<file path="src/rtl/dmem_arb_pkg.sv">
// rtl/dmem_arb_pkg.sv - shared types and round-robin pick for the data-memory arbiter
package dmem_arb_pkg;

    localparam int NUM_REQ_MAX = 4;
    localparam int OWNER_W     = $clog2(NUM_REQ_MAX);
    localparam int MEM_ADDR_W  = 32;
    localparam int MEM_DATA_W  = 32;

    typedef enum logic {
        ST_EMPTY = 1'b0,
        ST_VALID = 1'b1
    } stage_t;

    typedef struct packed {
        logic                  we;
        logic [MEM_ADDR_W-1:0] addr;
        logic [MEM_DATA_W-1:0] wdata;
    } mem_req_t;

    typedef struct packed {
        logic [OWNER_W-1:0]    owner;
        logic                  we;
        logic [MEM_DATA_W-1:0] rdata;
    } mem_rsp_t;

    // First valid index at or after ptr, wrapping at num; one-hot or zero.
    function automatic logic [NUM_REQ_MAX-1:0] rr_pick(
        input logic [NUM_REQ_MAX-1:0] valid,
        input logic [OWNER_W-1:0]     ptr,
        input logic [OWNER_W:0]       num
    );
        logic [NUM_REQ_MAX-1:0] grant;
        logic [OWNER_W:0]       sum;
        grant = '0;
        for (int k = 0; k < NUM_REQ_MAX; k++) begin
            if ((OWNER_W+1)'(k) < num) begin
                sum = {1'b0, ptr} + (OWNER_W+1)'(k);
                if (sum >= num) begin
                    sum = sum - num;
                end
                if (grant == '0 && valid[sum[OWNER_W-1:0]]) begin
                    grant[sum[OWNER_W-1:0]] = 1'b1;
                end
            end
        end
        return grant;
    endfunction

endpackage

</file>
<file path="src/rtl/dmem_arbiter_rr_grant.sv">
// rtl/dmem_arbiter_rr_grant.sv - combinational round-robin grant with registered rotate pointer
module rr_grant
    import dmem_arb_pkg::*;
#(
    parameter int NUM_REQ = 2
) (
    input  logic               clk,
    input  logic               reset,
    input  logic [NUM_REQ-1:0] valid,
    output logic [NUM_REQ-1:0] grant,
    output logic [OWNER_W-1:0] grant_idx
);

    logic [OWNER_W-1:0]     ptr_q;
    logic [NUM_REQ_MAX-1:0] pick;
    logic                   any;

    assign pick = rr_pick(NUM_REQ_MAX'(valid), ptr_q, (OWNER_W+1)'(NUM_REQ));
    assign any  = |pick;

    always_comb begin
        grant_idx = '0;
        for (int i = 0; i < NUM_REQ_MAX; i++) begin
            if (pick[i]) begin
                grant_idx = OWNER_W'(i);
            end
        end
    end

    always_comb begin
        grant = '0;
        for (int i = 0; i < NUM_REQ; i++) begin
            grant[i] = any && (grant_idx == OWNER_W'(i));
        end
    end

    // Every grant is a handshake, so the pointer moves past the winner.
    always_ff @(posedge clk or posedge reset) begin
        if (reset) begin
            ptr_q <= '0;
        end else if (any) begin
            ptr_q <= (grant_idx == OWNER_W'(NUM_REQ - 1)) ? '0 : grant_idx + OWNER_W'(1);
        end
    end

endmodule

</file>
<file path="src/rtl/dmem_arbiter.sv">
// rtl/dmem_arbiter.sv - round-robin data-memory arbiter, 2-cycle pipeline; DMEM_ARB_STATS_EN adds grant/wait counters
module dmem_arbiter
    import dmem_arb_pkg::*;
#(
    parameter int NUM_REQ = 2,
    parameter int ADDR_W  = 32,
    parameter int DATA_W  = 32
) (
    input  logic                      clk,
    input  logic                      reset,
    input  logic [NUM_REQ-1:0]        req_valid,
    output logic [NUM_REQ-1:0]        req_ready,
    input  logic [NUM_REQ-1:0]        req_we,
    input  logic [NUM_REQ*ADDR_W-1:0] req_addr,
    input  logic [NUM_REQ*DATA_W-1:0] req_wdata,
    output logic [NUM_REQ-1:0]        resp_valid,
    output logic [DATA_W-1:0]         resp_rdata,
    output logic                      mem_we,
    output logic [ADDR_W-1:0]         mem_addr,
    output logic [DATA_W-1:0]         mem_wdata,
    input  logic [DATA_W-1:0]         mem_rdata
`ifdef DMEM_ARB_STATS_EN
    ,
    output logic [NUM_REQ*16-1:0]     grant_cnt,
    output logic [15:0]               max_wait
`endif
);

    logic [NUM_REQ-1:0] grant;
    logic [OWNER_W-1:0] grant_idx;
    logic               accept;
    mem_req_t           win;

    stage_t             iss_state, iss_next;
    stage_t             rsp_state, rsp_next;
    mem_req_t           iss_q;
    logic [OWNER_W-1:0] iss_owner;
    mem_rsp_t           rsp_q;

    rr_grant #(
        .NUM_REQ (NUM_REQ)
    ) u_rr_grant (
        .clk       (clk),
        .reset     (reset),
        .valid     (req_valid),
        .grant     (grant),
        .grant_idx (grant_idx)
    );

    // No handshake may complete while reset is asserted.
    assign req_ready = grant & {NUM_REQ{~reset}};
    assign accept    = |req_ready;

    always_comb begin
        win = '0;
        for (int i = 0; i < NUM_REQ; i++) begin
            if (grant[i]) begin
                win.we    = req_we[i];
                win.addr  = MEM_ADDR_W'(req_addr[i*ADDR_W +: ADDR_W]);
                win.wdata = MEM_DATA_W'(req_wdata[i*DATA_W +: DATA_W]);
            end
        end
    end

    always_comb begin
        iss_next = accept ? ST_VALID : ST_EMPTY;
        rsp_next = (iss_state == ST_VALID) ? ST_VALID : ST_EMPTY;
    end

    always_ff @(posedge clk or posedge reset) begin
        if (reset) begin
            iss_state <= ST_EMPTY;
            rsp_state <= ST_EMPTY;
        end else begin
            iss_state <= iss_next;
            rsp_state <= rsp_next;
        end
    end

    always_ff @(posedge clk or posedge reset) begin
        if (reset) begin
            iss_q     <= '0;
            iss_owner <= '0;
            rsp_q     <= '0;
        end else begin
            if (accept) begin
                iss_q     <= win;
                iss_owner <= grant_idx;
            end
            if (iss_state == ST_VALID) begin
                rsp_q.owner <= iss_owner;
                rsp_q.we    <= iss_q.we;
                rsp_q.rdata <= MEM_DATA_W'(mem_rdata);
            end
        end
    end

    assign mem_we    = (iss_state == ST_VALID) && iss_q.we;
    assign mem_addr  = ADDR_W'(iss_q.addr);
    assign mem_wdata = DATA_W'(iss_q.wdata);

    // rsp_q only changes on a new response, so the masked value holds between pulses.
    assign resp_rdata = rsp_q.we ? '0 : DATA_W'(rsp_q.rdata);

    always_comb begin
        resp_valid = '0;
        for (int i = 0; i < NUM_REQ; i++) begin
            resp_valid[i] = (rsp_state == ST_VALID) && (rsp_q.owner == OWNER_W'(i));
        end
    end

`ifdef DMEM_ARB_STATS_EN
    logic [15:0] gcnt_q   [NUM_REQ];
    logic [15:0] wait_q   [NUM_REQ];
    logic [15:0] wait_nxt [NUM_REQ];
    logic [15:0] max_q;
    logic [15:0] max_nxt;

    always_comb begin
        max_nxt = max_q;
        for (int i = 0; i < NUM_REQ; i++) begin
            wait_nxt[i] = 16'd0;
            if (req_valid[i] && !req_ready[i]) begin
                wait_nxt[i] = (wait_q[i] == 16'hFFFF) ? 16'hFFFF : wait_q[i] + 16'd1;
            end
            if (wait_nxt[i] > max_nxt) begin
                max_nxt = wait_nxt[i];
            end
        end
    end

    always_ff @(posedge clk or posedge reset) begin
        if (reset) begin
            for (int i = 0; i < NUM_REQ; i++) begin
                gcnt_q[i] <= 16'd0;
                wait_q[i] <= 16'd0;
            end
            max_q <= 16'd0;
        end else begin
            for (int i = 0; i < NUM_REQ; i++) begin
                if (req_ready[i] && gcnt_q[i] != 16'hFFFF) begin
                    gcnt_q[i] <= gcnt_q[i] + 16'd1;
                end
                wait_q[i] <= wait_nxt[i];
            end
            max_q <= max_nxt;
        end
    end

    always_comb begin
        grant_cnt = '0;
        for (int i = 0; i < NUM_REQ; i++) begin
            grant_cnt[i*16 +: 16] = gcnt_q[i];
        end
    end

    assign max_wait = max_q;
`endif

endmodule

</file>
<file path="config.mk">
export PLATFORM = sky130hd
export DESIGN_NAME = dmem_arbiter
export DESIGN_NICKNAME = d
export VERILOG_FILES = /design/src/rtl/dmem_arb_pkg.sv /design/src/rtl/dmem_arbiter_rr_grant.sv /design/src/rtl/dmem_arbiter.sv
export SDC_FILE = /design/constraint.sdc
export NUM_CORES = 1
export LEC_CHECK = 0
export BUFFER_PORTS_ARGS = -buffer_cell sky130_fd_sc_hd__buf_2
export CAP_MARGIN = 20
export CORE_MARGIN = 2
export CORE_UTILIZATION = 25
export CTS_CLUSTER_SIZE = 24
export DETAILED_ROUTE_END_ITERATION = 8
export PLACE_DENSITY = 0.55
export SETUP_SLACK_MARGIN = 0.15
export SYNTH_ARGS = -nofsm -noshare
export SYNTH_HDL_FRONTEND = slang
export SYNTH_SLANG_ARGS = --single-unit
</file>
<file path="constraint.sdc">
create_clock -name clk -period 2.1 [get_ports clk]
set_clock_uncertainty 0.2 [all_clocks]
set_input_delay 0.21 -clock clk [delete_from_list [all_inputs] [get_ports clk]]
set_output_delay 0.21 -clock clk [all_outputs]
set_load 0.02 [all_outputs]
</file>
# After elaboration in Yosys (flattened, before gate mapping)
# Index checks and enable logic that the tools add are counted.
dict set report word_totals {
  regBits 106
  inputBits 166
  word_cells 59
}
dict set report classes {
  n_addsub 4
  order_cmp 6
  eq_ne 2
  n_mux 21
  bitwise_logic 3
  reduce_logical 13
}
# operator count
set op_table {}
lappend op_table {{$mux 65} 2}
lappend op_table {{$mux 32} 1}
lappend op_table {{$mux 2} 5}
lappend op_table {{$logic_and 1x1->1} 8}
lappend op_table {{$mux 4} 2}
lappend op_table {{$mux 1} 7}
lappend op_table {{$lt 2x3->1 const B} 2}
lappend op_table {{$bmux 1 s2} 2}
lappend op_table {{$demux 1 s2} 2}
lappend op_table {{$eq 2x1->1 const B} 2}
lappend op_table {{$ge 2x1->1 const B} 2}
lappend op_table {{$logic_not 2->1} 2}
lappend op_table {{$logic_not 4->1} 1}
lappend op_table {{$or 4x4->4} 1}
lappend op_table {{$reduce_or 4->1} 1}
lappend op_table {{$sub 2x2->2 const B} 2}
lappend op_table {{$add 2x1->3 const B} 1}
lappend op_table {{$ge 3x2->1 const B} 1}
lappend op_table {{$add 2x1->2 const B} 1}
lappend op_table {{$and 2x2->2} 1}
lappend op_table {{$ge 2x2->1 const B} 1}
lappend op_table {{$reduce_or 2->1} 1}
lappend op_table {{$not 1->1} 1}

# Logic depth before layout (Yosys ltp)
# Gate-level depths: netlist of the first run.
dict set report logic_depth {
  word_depth 18
  ltp_mapped 5
  ltp_nobuf 3
}

# Modules after synthesis
# Synthesis of the first run repeated with hierarchy kept, for this count alone.
dict set report hier_totals {
  hier_cells 506
  area_unflattened_um2 5191.2
}
# module instances cells_per_inst area_each_um2 seq_area_each_um2
set by_module_without_submodules {}
lappend by_module_without_submodules {dmem_arbiter 1 493 5072.4 2602.5}
lappend by_module_without_submodules {rr_grant 1 13 118.9 50.0}

# Worst setup path after synthesis of the first run
# OpenSTA, ideal clock, no wires.
dict set report synth_timing {
  path_type {input-to-reg}
  from {in reset}
  to {reg iss_q (netlist bit mem_addr[0])}
  arrival_time_ns 2.431
  required_time_ns 1.774
  slack_ns -0.657
  path_stages 5
  n_path_buf 2
  path_cell_list {inv_2 o21ai_1 buf_4 buf_6 a221o_1}
}
dict set report synth_between {
  elab_chain_len 3
}
# item line
set synth_rtl {}
lappend synth_rtl {{from (decl)} dmem_arbiter.sv:10} ;# input logic reset,
lappend synth_rtl {{$not 1->1} dmem_arbiter.sv:51} ;# assign req_ready = grant & {NUM_REQ{~reset}};
lappend synth_rtl {{$and 2x2->2} dmem_arbiter.sv:51}
lappend synth_rtl {{$reduce_or 2->1} dmem_arbiter.sv:52} ;# assign accept = |req_ready;
lappend synth_rtl {{to (signal assigned)} dmem_arbiter.sv:87} ;# iss_q <= win;
lappend synth_rtl {{to (decl)} dmem_arbiter.sv:36} ;# mem_req_t iss_q;
# Every way passes these cells.
# A chain may end at the register's enable or synchronous reset.

# Worst setup path after layout of the first run
dict set report layout_timing {
  from {reg u_rr_grant.ptr_q[1]}
  to {out req_ready[0]}
}
dict set report layout_between {
  elab_chain_len 16
  elab_cells_between_ends 33
}
# item line
set layout_rtl {}
lappend layout_rtl {{from (decl)} dmem_arbiter_rr_grant.sv:14} ;# logic [OWNER_W-1:0] ptr_q;
lappend layout_rtl {{from (signal assigned)} dmem_arbiter_rr_grant.sv:42} ;# ptr_q <= (grant_idx == OWNER_W'(NUM_REQ - 1)) ? '0 : grant_idx + OWNER_W'(1);
lappend layout_rtl {{parallel branches: the longest is 9 deep, another holds $add 2x1->3} -}
lappend layout_rtl {{$mux 4 *} dmem_arb_pkg.sv:41} ;# if (grant == '0 && valid[sum[OWNER_W-1:0]]) begin
lappend layout_rtl {{$mux 1} dmem_arbiter_rr_grant.sv:24} ;# if (pick[i]) begin
lappend layout_rtl {{$mux 2 (2 in a row)} dmem_arbiter_rr_grant.sv:24}
lappend layout_rtl {{$logic_not 2->1} dmem_arbiter_rr_grant.sv:33} ;# grant[i] = any && (grant_idx == OWNER_W'(i));
lappend layout_rtl {{$logic_and 1x1->1 *} dmem_arbiter_rr_grant.sv:33}
lappend layout_rtl {{$and 2x2->2 *} dmem_arbiter.sv:51}
lappend layout_rtl {{to (decl)} dmem_arbiter.sv:12} ;# output logic [NUM_REQ-1:0] req_ready,
# Mark *: on every way between the ends. The select of a mux whose other input is x is not followed.

==> results.md, run 1 <==
- The flow ran to the end, and the final reports show no timing, DRC or antenna violations.
- The first routing iteration left 187 violations.
- Of the synthesized area, sequential elements account for 0.502.
- The detailed router put a total of 6960 microns of wire on met1.
- The post-detailed-placement half-perimeter wirelength is 10500 microns.
- The highest layer touched by signal routing is met4.
- TritonCTS built the clock tree.
- The area inside the core boundary is 20900 sq um.
- STA classifies the critical path endpoint as an output pin.
- Of the total synthesized cell area, the portion taken by XOR and XNOR cells is 0.
- Derived from the worst setup path, the maximum achievable clock frequency is 0.535 GHz.
- The power per cell area is 766 nW/um^2.
- The number of unique standard cell types used by synthesis is 23.
- The count of antenna diodes in the layout is 0.
- Of the total synthesized cell area, the portion taken by AND, OR, NAND and NOR gates is 0.157.
- The compound-cell area share of the yosys netlist is 0.129.
- The average vias per placed instance is 4.46.
- No sink is reached through more buffers than the 2 on the longest clock path.
- For this run, the total global-route usage over all layers was measured as 0.140.
- The post-synthesis mux area share is 0.0766.
- The register bit count reported by yosys is 106.
- The clock reaches the later pin of the worst-skew pair after 0.35 ns.
- The number of H-tree levels is 3.
- The met3 wire length is 966 microns.
- The die boundary width is 149 microns.
- The first-pass GRT wire length is 24300 microns.
- The worst ir drop on vdd is 288 uV.
- In this run the vertical extent of the chip is 149 microns.
- The area of the die is 22300 sq um.
- The number of synthesis warnings is 0.
- Setup repair after global routing left no endpoint under its margin.
- The launching element type of the critical path is a register.
- Of the post-synthesis cell area, the dominant cell type holds 0.502.
- The routed design uses 7610 microns of met2 wire.
- The critical path contains buffers and inverters numbering 2 combined.
- The final hold violation count is 0.
- The length of the first detailed-routing pass in iterations is 4.
- The post-route setup TNS is 0 ns.
- The worst endpoint data arrival time is 1.46 ns.
- The clock net in this run drives a total of 106 sinks.
- Dividing the final minimum period by the clock period gives 0.890.
- The path class of the lowest-slack min-delay path is in -> reg.
- The worst setup path category is reg -> out.
- The final critical delay including setup and external delays is 1.87 ns.
- After detailed placement, the design holds a cell count of 936.
- Max-cap violations in this run came to 0.
- The cell taking the most area after synthesis is sky130_fd_sc_hd__dfrtp_1.
- The worst slew margin relative to its limit is 0.590.
- Summing over every cut layer, the via total after detailed routing is 4704.
- The total overflow reported by the global router is 0.
- In the final layout, the share of cells above drive strength 1 is 0.433.
- The via count of the first global-routing pass is 4677.
- Data on the critical path is required at its endpoint by 1.69 ns.
- The wire length per cell after detailed routing is 15.1 microns.
- Compared with the post-synthesis result, the final layout area differs by 47.0%.
- The largest driver fanout on the critical path is 7.
- The number of clock buffers inserted by TritonCTS is 9.
- The weighted congestion reported at the end of routability-driven placement is 0.752.
- Synthesis handed over a netlist of 489 instances.
- The actual slew at the worst max-slew pin is 0.615 ns.
- By area, the combinational part of the netlist is dominated by simple AND/OR/NAND/NOR gates.
- The number of slew-limit violations in the final report was 0.
- 267 I/O pins were placed.
- The setup violation total in the final timing report is 0.
- Leaving out filler cells and counting taps, the final layout contains 1054.
- The largest net degree at the start of global routing is 107.
- The post-detailed-route DRC marker count is 0.
- The initial utilization of the core area, before any placement, comes to 0.253.
- Clock tree synthesis selected as its root buffer the cell sky130_fd_sc_hd__clkbuf_16.
- Sorting the synthesized cells by area gives the leading types as sky130_fd_sc_hd__dfrtp_1 (50%), sky130_fd_sc_hd__a221o_1 (12%), sky130_fd_sc_hd__buf_4 (9.8%), sky130_fd_sc_hd__mux2_2 (7.5%), sky130_fd_sc_hd__nor3_1 (6.2%).
- The cell area that synthesis handed to floorplanning was 5280 sq um.
- The net count of the mapped netlist is 655.
- Walking the worst path, the cells encountered are o21a_4 > nor3_2 > buf_4 > buf_2.
- The longest individual stage delay on the worst path is 0.40 ns.
- The count of nets left with antenna violations after detail routing is 0.
- The leakage dissipation is 3.75 nW.
- The net count reported at finish is 940.
- Averaged over all synthesized cells, the footprint is 10.8 sq um.
- The total routed wirelength is 16000 microns.
- The family with the most delay on the worst path is flip-flops.
- The port buffer count is 266.
- The cell row count is 53.
- The clock transition time at the flip-flop clock pins of the worst setup and hold paths is 0.08 ns.
- The slowest library cell on the worst path is sky130_fd_sc_hd__dfrtp_1.
- The number of antenna violations at the first check in global routing is 0.
- Of the total synthesized cell area, the portion taken by full adders, half adders and majority gates is 0.
## state kept, by name, summed over array words and instances (netlist names)
register and count:
rsp_state 1, iss_state 1, iss_owner 2, u_rr_grant.ptr_q 2, iss_q 1, rsp_q 35
mem_wdata 32, mem_addr 32
## path summary, 6_finish.rpt
check | start | to | slack, ns | cells after the start
min in group asynchronous | reset | mem_wdata[12]$_DFFE_PP0P_ | 0.54 | 4
max in group asynchronous | reset | rsp_q[32]$_DFFE_PP0P_ | 0.68 | 4
min | req_addr[1] | mem_addr[1]$_DFFE_PP0P_ | 0.05 | 4
min reg2reg | iss_owner[1]$_DFFE_PP0P_ | iss_owner[1]$_DFFE_PP0P_ | 0.28 | 1
max | u_rr_grant.ptr_q[1]$_DFFE_PP0P_ | req_ready[0] | 0.23 | 4
max reg2reg | u_rr_grant.ptr_q[0]$_DFFE_PP0P_ | mem_wdata[16]$_DFFE_PP0P_ | 0.30 | 4
## area by class of cell
class / instances / area (sq um)
clock buffers: 11 / 233
clock inverters: 5 / 61.3
fillers: 2106 / 13100
inverters: 3 / 18.8
multi-input cells: 274 / 1940
flip-flops and latches: 106 / 2660
well taps: 275 / 344
repair buffers: 380 / 2500
## stage by stage
stage	setup slack, ns	power, mW	util	hold slack, ns	instance area (sq um)
floorplan	0.285	3.73	-	-0.0352	5290
global placement	0.340	4.10	0.308	0.240	6430
detailed placement	0.313	4.12	0.308	0.244	6430
CTS	0.143	6.03	0.370	0.0298	7730
global route	0.165	6.28	0.371	0.0501	7760
finish	0.232	5.94	0.371	0.0504	7760
## layer usage
| metal | vias up | GRT usage |
|---|---|---|
| li1 | 2260 | - |
| met1 | 2209 | 0.178 |
| met2 | 207 | 0.228 |
| met3 | 28 | 0.0287 |
| met4 | 0 | 0.0652 |
| met5 | - | 0 |
## power breakdown
group / total, mW / internal (mW) / switching, mW
logic: 1.69 / 0.782 / 0.911
registers: 2.52 / 2.32 / 0.200
clock network: 1.73 / 0.936 / 0.794
total: 5.94 / 4.04 / 1.91
## kinds of logic (layout without fill, tap and decap cells)
kind of cell	count (synthesis)	count (layout)
flip-flops	106	106
multiplexers	36	36
buffers and inverters	109	399
AO/OA/AOI/OAI	69	69
AND/OR/NAND/NOR	169	169
## cell usage in the layout (no fill, tap or decap), types with 2 or more instances in the layout
cell type                       count
sky130_fd_sc_hd__buf_2            266
sky130_fd_sc_hd__dfrtp_1          104
sky130_fd_sc_hd__dlygate4sd3_1     99
sky130_fd_sc_hd__a221o_1           65
sky130_fd_sc_hd__nand2_1           64
sky130_fd_sc_hd__nor3_1            64
sky130_fd_sc_hd__mux2_2            35
sky130_fd_sc_hd__nor2b_1           33
sky130_fd_sc_hd__clkbuf_16          9
sky130_fd_sc_hd__buf_4              9
sky130_fd_sc_hd__buf_12             5
sky130_fd_sc_hd__inv_1              2
sky130_fd_sc_hd__nor3b_1            2
sky130_fd_sc_hd__and2_1             2
sky130_fd_sc_hd__inv_6              2
sky130_fd_sc_hd__clkbuf_1           2
sky130_fd_sc_hd__dfrtp_2            2
## synth_stat cells, drive strengths merged
cell	instances
mux2i	1
o21ba	1
and3b	1
clkbuf	16
and2	2
nor2b	33
a21boi	1
nor4b	1
nor3b	3
o21a	1
inv	3
dfrtp	106
nand2	64
buf	90
mux2	35
o21ai	1
a221o	65
nor3	65
## tightest hold or removal path, delay by kind of cell
kind,cells,cell delay (ns)
compound gates,1,0.12
buf+inv,1,0.07
simple gates,2,0.16
## what timing repair did
item / CTS / global route
endpoints found under the setup margin: 34 / 11
resized for setup: 3 / 2
setup buffers: 0 / 3
endpoints found under the hold margin: 205 / 0
hold buffers: 99 / 0
(Power assumes the default switching activity.)
==> run 2: changes to the inputs <==
Settings changed: ABC_AREA from default to 1, PLACE_DENSITY 0.55 to 0.54, SKIP_LAST_GASP from default to 1.
==> run 2 against run 1 <==
Effect of this change:
- fmax fell by 0.31%
- cell area grew 13%
- critical path depth grew 3
- hold slack got worse by 0.022 ns
- final cell count increased by 33%
- combinational power increased by 27%
- clock-buffer cell count is 1 lower
- first-iteration DRC count up 97%
- core utilization up 2.9 points
- largest cell class is now non-clock buffers
==> results.md, run 2 <==
- The run finished with clean final reports.
- The clock transition time at the flip-flop clock pins of the worst setup and hold paths is 0.07 ns (about the same).
- The number of antenna violations at the first check in global routing is 2 (+2).
- The register cell area after layout is 2650 sq um (about the same).
- The first-pass GRT wire length is 30100 microns (+24%).
- The cell with the most instances after synthesis is sky130_fd_sc_hd__nand2_1.
- The post-detailed-placement half-perimeter wirelength is 11000 microns (+4.2%).
- The power per cell area is 741 nW/um^2 (-3.2%).
- The slowest library cell on the worst path is sky130_fd_sc_hd__dfrtp_1.
- Setup repair after global routing left no endpoint under its margin.
- The worst endpoint data arrival time came to 1.46 ns (about the same).
- The largest driver fanout on the critical path is 10 (+3).
- The fraction of final layout cells sized beyond drive strength 1 is 0.279 (-0.153).
- The total routed wirelength is 19000 microns (+19%).
- The share of the clock period used by the worst path was 0.892 (+0.00279).
- The worst slew margin relative to its limit is 0.606 (+0.0162).
- The violation count after the first detailed-route iteration was 369 (+97%).
- The number of unique standard cell types used by synthesis came to 21 (-8.7%).
- The final critical delay including setup and external delays is 1.87 ns (+0.00585 ns).
- The fraction of the yosys area taken by sequential cells was 0.472 (-0.0303).
- The weighted congestion reported at the end of routability-driven placement is 0.707 (-5.9%).
- The area inside the core boundary is 22000 sq um (+5.1%).
- The area of the die is 23700 sq um (+6.2%).
- The net count of the mapped netlist is 934 (+43%).
- The number of clock buffers inserted by TritonCTS is 9 (unchanged).
- The average vias per placed instance is 4.21 (-5.8%).
- The wire length per cell after detailed routing came to 13.5 microns (-11%).
- The via count of the first global-routing pass came to 6286 (+34%).
- The overall die height is 154 microns (+3.1%).
- The register bit count reported by yosys is 106 (unchanged).
- The capturing element type of the critical path is an output pin.
- The launching element type of the critical path is a register.
- In the layout the commonest cells are sky130_fd_sc_hd__nand2_1 (360), sky130_fd_sc_hd__buf_2 (265), sky130_fd_sc_hd__dlygate4sd3_1 (162).
- The share of the synthesized area in the top cell type is 0.472 (-0.0303).
- The length of the first detailed-routing pass in iterations is 4 (unchanged).
- The number of synthesis warnings is 0 (unchanged).
- The count of mapped cells out of synthesis is 768 (+57%).
- The final hold violation count was 0 (unchanged).
- The net count reported at finish is 1281 (+36%).
- The count of max-cap constraint violations is 0 (unchanged).
- The worst ir drop on vdd is 295 uV (+2.2%).
- The final worst setup slack was 0.226 ns (-0.00585 ns).
- The worst setup path category is reg -> out.
- The number of buffers on the longest clock path is 2 (unchanged).
- TritonCTS built the clock tree.
- The leakage dissipation is 4.93 nW (+31%).
- The total of fill cells in the finished design is 2233 (+6.0%).
- The cell sitting at the root of the clock tree is a sky130_fd_sc_hd__clkbuf_16.
- By count the netlist is led by sky130_fd_sc_hd__nand2_1 (361), sky130_fd_sc_hd__dfrtp_1 (106), sky130_fd_sc_hd__buf_4 (74), sky130_fd_sc_hd__nand3_1 (66), sky130_fd_sc_hd__inv_1 (42).
- The later-pin clock latency in the skew report is 0.34 ns (about the same).
- The primary flip-flop cell chosen by synthesis mapping is sky130_fd_sc_hd__dfrtp_1.
- The setup violation total in the final timing report is 0 (unchanged).
- The critical path data required time came to 1.69 ns (about the same).
- The number of primary I/O pins is 267 (unchanged).
- The count of flip-flops with a built-in enable after synthesis is 0 (unchanged).
- Traced cell by cell, the critical path runs through clkinv_1 > nand2_4 > o21ai_4 > nand2_4 > buf_12 > inv_4 > buf_4.
- The cell row count is 54 (+1.9%).
- The layout-stage area growth over the synthesis result is 56.7%.
- The number of clock sinks came to 106 (unchanged).
- The fraction of registers with async set/reset is 1.00 (unchanged).
- Among the stages of the critical path, the cell type that occurs most often is sky130_fd_sc_hd__nand2_4.
- The die boundary width was 154 microns (+3.1%).
- The mean instance size in the synthesized netlist is 7.31 sq um (-32%).
- The aggregate global-route resource usage came to 0.157 (+0.0167).
- The actual slew at the worst max-slew pin is 0.591 ns (-0.0243 ns).
- The port buffer count is 266 (unchanged).
- The number of flip-flops in the largest register is 35 (unchanged).
- The number of slew-limit violations in the final report is 0 (unchanged).
- The minimum setup slack after placement was 0.380 ns (+0.0678 ns).
- The longest individual stage delay on the worst path came to 0.36 ns (-0.04 ns).
- The final worst hold slack is 0.0285 ns (-0.0219 ns).
- The total overflow reported by the global router is 0 (unchanged).
- The cell taking the most area after synthesis is sky130_fd_sc_hd__dfrtp_1.
- The path class of the lowest-slack min-delay path is in -> reg.
- The number of H-tree levels came to 3 (unchanged).
- The post-detailed-route DRC marker count came to 0 (unchanged).
- The initial core utilization is 0.256 (+0.00313).
- More flip-flops sit in one register than any other, and that register is rsp_q.
- The via count is 5896 (+25%).
- The count of nets left with antenna violations after detail routing is 0 (unchanged).
- In the post-synthesis netlist, the biggest area contributors are sky130_fd_sc_hd__dfrtp_1 (47%), sky130_fd_sc_hd__nand2_1 (24%), sky130_fd_sc_hd__buf_4 (9.9%), sky130_fd_sc_hd__nand3_1 (5.9%), sky130_fd_sc_hd__o21ai_0 (3.0%).
- The largest net degree at the start of global routing came to 107 (unchanged).
- The fmax is 0.534 GHz (-0.31%).
- The commonest non-fill, non-tap cell in the layout is sky130_fd_sc_hd__nand2_1.
- The footprint of the multi-input gates is 2080 sq um (+7.1%).
- The post-synth design cell area was 5620 sq um (+6.4%).
[run 2: report_power, final]
part	leakage (nW)	switching, mW	internal (mW)
registers	1.32	0.145	2.36
logic	3.44	1.30	0.855
clock network	0.163	0.781	1.08
total	4.93	2.22	4.30
[run 2: what timing repair did]
item / CTS / global route
buffers inserted: 0 / 3
endpoints found under the setup margin: 1 / 1
resized for setup: 1 / 3
gates cloned: 0 / 2
hold endpoints to repair: 203 / 0
pin swaps: 0 / 2
hold buffers: 162 / 0
[run 2: metrics by stage]
stage	power [mW]	cells	area (sq um)	util	TNS (ns)
global placement	4.42	1217	6760	0.308	0
global route	6.95	1402	8800	0.401	0
floorplan	4.02	768	5630	-	-40.66
CTS	6.58	1395	8710	0.397	0
finish	6.53	1402	8800	0.401	0
detailed placement	4.44	1217	6760	0.308	0
[run 2: final cells by class]
class / count / share of cell area
Clock inverter: 6 / 0.00995
Tap cell: 280 / 0.0398
Timing Repair Buffer: 447 / 0.364
Multi-Input combinational cell: 506 / 0.237
Sequential cell: 106 / 0.301
Antenna cell: 2 / 0.000569
Inverter: 45 / 0.0199
Clock buffer: 10 / 0.0271
[run 2: path summary, 6_finish.rpt]
path                            depth (start not counted)  slack, ns                       startpoint                       end
worst max-delay path                                    7       0.23  u_rr_grant.ptr_q[1]$_DFFE_PP0P_              req_ready[0]
worst min-delay path                                    5       0.03                     req_addr[62]  mem_addr[30]$_DFFE_PP0P_
worst max register to register                          8       0.38  u_rr_grant.ptr_q[1]$_DFFE_PP0P_  mem_addr[15]$_DFFE_PP0P_
worst min register to register                          2       0.29         iss_owner[1]$_DFFE_PP0P_  iss_owner[1]$_DFFE_PP0P_
max in group asynchronous                               4       0.75                            reset       iss_state$_DFF_PP0_
min in group asynchronous                               4       0.53                            reset  mem_addr[14]$_DFFE_PP0P_
[run 2: kinds of logic (layout without fill, tap and decap cells)]
logic type	count (synthesis)	after routing	share of synthesized area
AO/OA/AOI/OAI	39	39	0.0372
other	0	2	0
flip-flops	106	106	0.472
buffers and inverters	156	508	0.162
AND/OR/NAND/NOR	467	467	0.329
[run 2: worst max-delay path, delay by kind of cell, from the launching register on]
family | cells | cell delay [ns]
DFF | 1 | 0.36
buffers and inverters | 4 | 0.39
AOI/OAI and AO/OA | 1 | 0.19
and+or+nand+nor | 2 | 0.16
[run 2: routing by layer]
layer | track usage | wire length, microns | vias to the layer above
met5 | 0 | 0 | -
met4 | 0.0672 | 569 | 0
met3 | 0.0344 | 996 | 39
met2 | 0.282 | 9510 | 196
met1 | 0.179 | 7880 | 2693
li1 | - | - | 2968
==> run 3: changes to the inputs <==
Settings changed: CTS_BUF_LIST from default to sky130_fd_sc_hd__clkbuf_2 sky130_fd_sc_hd__clkbuf_4 sky130_fd_sc_hd__clkbuf_8.
==> run 3 against run 2 <==
Effect of this change:
- global-route usage up 0.39 points
- cell area down 0.77%
- die area unchanged
- worst setup slack worse by 0.026 ns
- routed wire length down 0.11%
- non-clock buffer count up 2
- sequential share of layout area up 0.23 points
- final cell count about the same
- clock power down 23%
- core utilization down 0.31 points
- first-iteration DRC count up 1.6%
- largest cell class unchanged
==> results.md, run 3 (synthesis results as in run 2) <==
- The net count reported at finish was 1283 (+0.16%).
- The later-pin clock latency in the skew report is 0.37 ns (+0.03 ns).
- The met3 capacity usage during global routing came to 0.0352 (+0.000846).
- The violation count after the first detailed-route iteration is 375 (+1.6%).
- The average vias per placed instance was 4.22 (+0.42%).
- The total routed wirelength is 18900 microns (-0.11%).
- The met1 layer usage reported by global route is 0.189 (+0.0103).
- The number of flip-flops in the largest register came to 35 (unchanged).
- rsp_q holds more flip-flops than any other register.
- The cell row count was 54 (unchanged).
- The length of the first detailed-routing pass in iterations was 4 (unchanged).
- The number of clock sinks is 106 (unchanged).
- The fmax is 0.526 GHz (-1.4%).
- The weighted congestion reported at the end of routability-driven placement is 0.707 (unchanged).
- The via count of the first global-routing pass is 6270 (-0.25%).
- The clock share of power is 0.235 (-0.051).
- The run finished with clean final reports.
- TritonCTS built the clock tree.
- The number of primary I/O pins came to 267 (unchanged).
- The path class of the lowest-slack min-delay path is in -> reg.
- Setup repair after global routing left no endpoint under its margin.
- The initial core utilization is 0.256 (unchanged).
- The clock tree root driver cell is sky130_fd_sc_hd__clkbuf_8.
- The longest individual stage delay on the worst path is 0.56 ns (+0.20 ns).
- The number of cells on the worst hold path is 4 (-1).
- The power per cell area is 699 nW/um^2 (-5.7%).
- The instance area after placement was 6760 sq um (unchanged).
- The number of antenna violations at the first check in global routing was 1 (-1).
- In the layout the commonest cells are sky130_fd_sc_hd__nand2_1 (360), sky130_fd_sc_hd__buf_2 (264), sky130_fd_sc_hd__dlygate4sd3_1 (164).
- The via count was 5925 (+0.49%).
- The fraction of final layout cells sized beyond drive strength 1 is 0.279 (-0.000498).
- The minimum setup slack after placement is 0.380 ns (unchanged).
- The worst setup path category is in -> out.
- The actual slew at the worst max-slew pin is 0.592 ns (+0.00110 ns).
- The overall die height came to 154 microns (unchanged).
- The post-route setup TNS is 0 ns (unchanged).
- The share of the clock period used by the worst path is 0.905 (+0.0124).
- The worst endpoint data arrival time is 1.49 ns (+0.03 ns).
- The switching power summed over all nets was 2.17 mW (-2.5%).
- The aggregate global-route resource usage is 0.161 (+0.00392).
- The critical path data required time came to 1.69 ns (about the same).
- The internal power came to 3.94 mW (-8.5%).
- The number of H-tree levels was 3 (unchanged).
- The critical path goes through dlygate4sd3_1 > buf_2 > o21ai_4 > nand2_4 > buf_12 > inv_4 > buf_4.
- The number of clock buffers inserted by TritonCTS came to 9 (unchanged).
- The worst reg2reg path depth is 7 (-1).
- The port buffer count was 266 (unchanged).
- The number of buffers on the longest clock path is 2 (unchanged).
- The post-detailed-route DRC marker count is 0 (unchanged).
- For this design, the slowest cell found on the critical path is sky130_fd_sc_hd__dlygate4sd3_1.
- The post-layout instance area was 8730 sq um (-0.77%).
- The total overflow reported by the global router is 0 (unchanged).
- STA classifies the critical path startpoint as an input port.
- The largest net degree at the start of global routing came to 107 (unchanged).
- The fraction of power spent switching nets came to 0.355 (+0.0142).
- The post-detailed-placement half-perimeter wirelength is 11000 microns (unchanged).
- The global-route track usage on met2 is 0.284 (+0.00236).
- The count of nets left with antenna violations after detail routing is 0 (unchanged).
- The largest driver fanout on the critical path is 10 (unchanged).
- The leakage dissipation is 4.91 nW (-0.39%).
- The final hold violation count is 0 (unchanged).
- The wire length per cell after detailed routing is 13.5 microns (-0.18%).
- The area inside the core boundary is 22000 sq um (unchanged).
- The final worst setup slack is 0.200 ns (-0.0259 ns).
- The worst ir drop on vdd came to 248 uV (-16%).
- The final worst hold slack is 0.0538 ns (+0.0253 ns).
- The commonest non-fill, non-tap cell in the layout is sky130_fd_sc_hd__nand2_1.
- The area of the die is 23700 sq um (unchanged).
- The final total power is 6.11 mW (-6.4%).
- The part of the power in registers was 0.411 (+0.026).
- The share of the core filled with cells is 0.398 (-0.00308).
- The busiest layer in global routing is met2.
- The cell total after placement came to 1217 (unchanged).
- The worst slew margin relative to its limit is 0.605 (-0.000732).
- The clock transition time at the flip-flop clock pins of the worst setup and hold paths came to 0.10 ns (+0.03 ns).
- The setup violation total in the final timing report is 0 (unchanged).
- The final critical delay including setup and external delays is 1.90 ns (+0.0259 ns).
- The count of max-cap constraint violations is 0 (unchanged).
- The die boundary width is 154 microns (unchanged).
- The logic gate share of total power is 0.354 (+0.024).
- The first-pass GRT wire length was 30800 microns (+2.2%).
- The final non-filler cell total is 1403 (+0.071%).
- The capturing element type of the critical path is an output pin.
- The number of slew-limit violations in the final report is 0 (unchanged).
- The layout-stage area growth over the synthesis result is 55.5%.
==> run 3: cell types whose count changed in the layout (fill, tap and decap cells not counted), sizes merged <==
cell	change
diode	-1
buf	-1
dlygate4sd3	+2
clkbuf	-1
bufbuf	+2
==> run 3: routing by layer <==
layer,vias to the layer above,part of all wire,routed length [microns]
met5,-,0,0
met4,0,0.028,531
met3,39,0.051,966
met2,196,0.50,9470
met1,2717,0.42,7960
li1,2973,-,-
==> run 3: worst max-delay path: cells and delay by family <==
family | cells | cell delay [ns]
AOI/OAI and AO/OA | 1 | 0.17
buffers and inverters | 5 | 1.03
and+or+nand+nor | 1 | 0.07
==> run 3: what timing repair did <==
item                       in CTS  in global routing
hold buffers                  164                  0
setup endpoints to repair       1                 18
cloned                          2                  0
pin swaps                       2                  2
hold endpoints to repair      204                  0
buffers inserted                2                  1
gates resized for setup         3                  2
==> run 3: layout make-up <==
type	instances	area [sq um]
diodes	1	2.50
multi-input cells	506	2080
well taps	280	350
fillers	2231	13200
repair buffers	449	3250
clock buffers	10	138
flip-flops and latches	106	2650
inverters	45	175
clock inverters	6	87.6
==> run 3: final timing paths <==
check | slack, ns | to | start
setup reg to reg | 0.36 | mem_wdata[21]$_DFFE_PP0P_ | u_rr_grant.ptr_q[1]$_DFFE_PP0P_
min in group asynchronous | 0.49 | mem_addr[14]$_DFFE_PP0P_ | reset
hold reg to reg | 0.30 | iss_owner[1]$_DFFE_PP0P_ | iss_owner[1]$_DFFE_PP0P_
hold / removal | 0.05 | u_rr_grant.ptr_q[1]$_DFFE_PP0P_ | req_valid[0]
setup / recovery | 0.20 | req_ready[0] | req_valid[1]
max in group asynchronous | 0.78 | iss_state$_DFF_PP0_ | reset
==> run 3: power groups by stage <==
stage	registers (mW)	logic, mW	clock network (mW)
global route	2.55	2.39	1.59
floorplan	2.52	1.51	0
finish	2.51	2.16	1.44
CTS	2.51	2.16	1.52
detailed placement	2.55	1.89	0
global placement	2.54	1.88	0
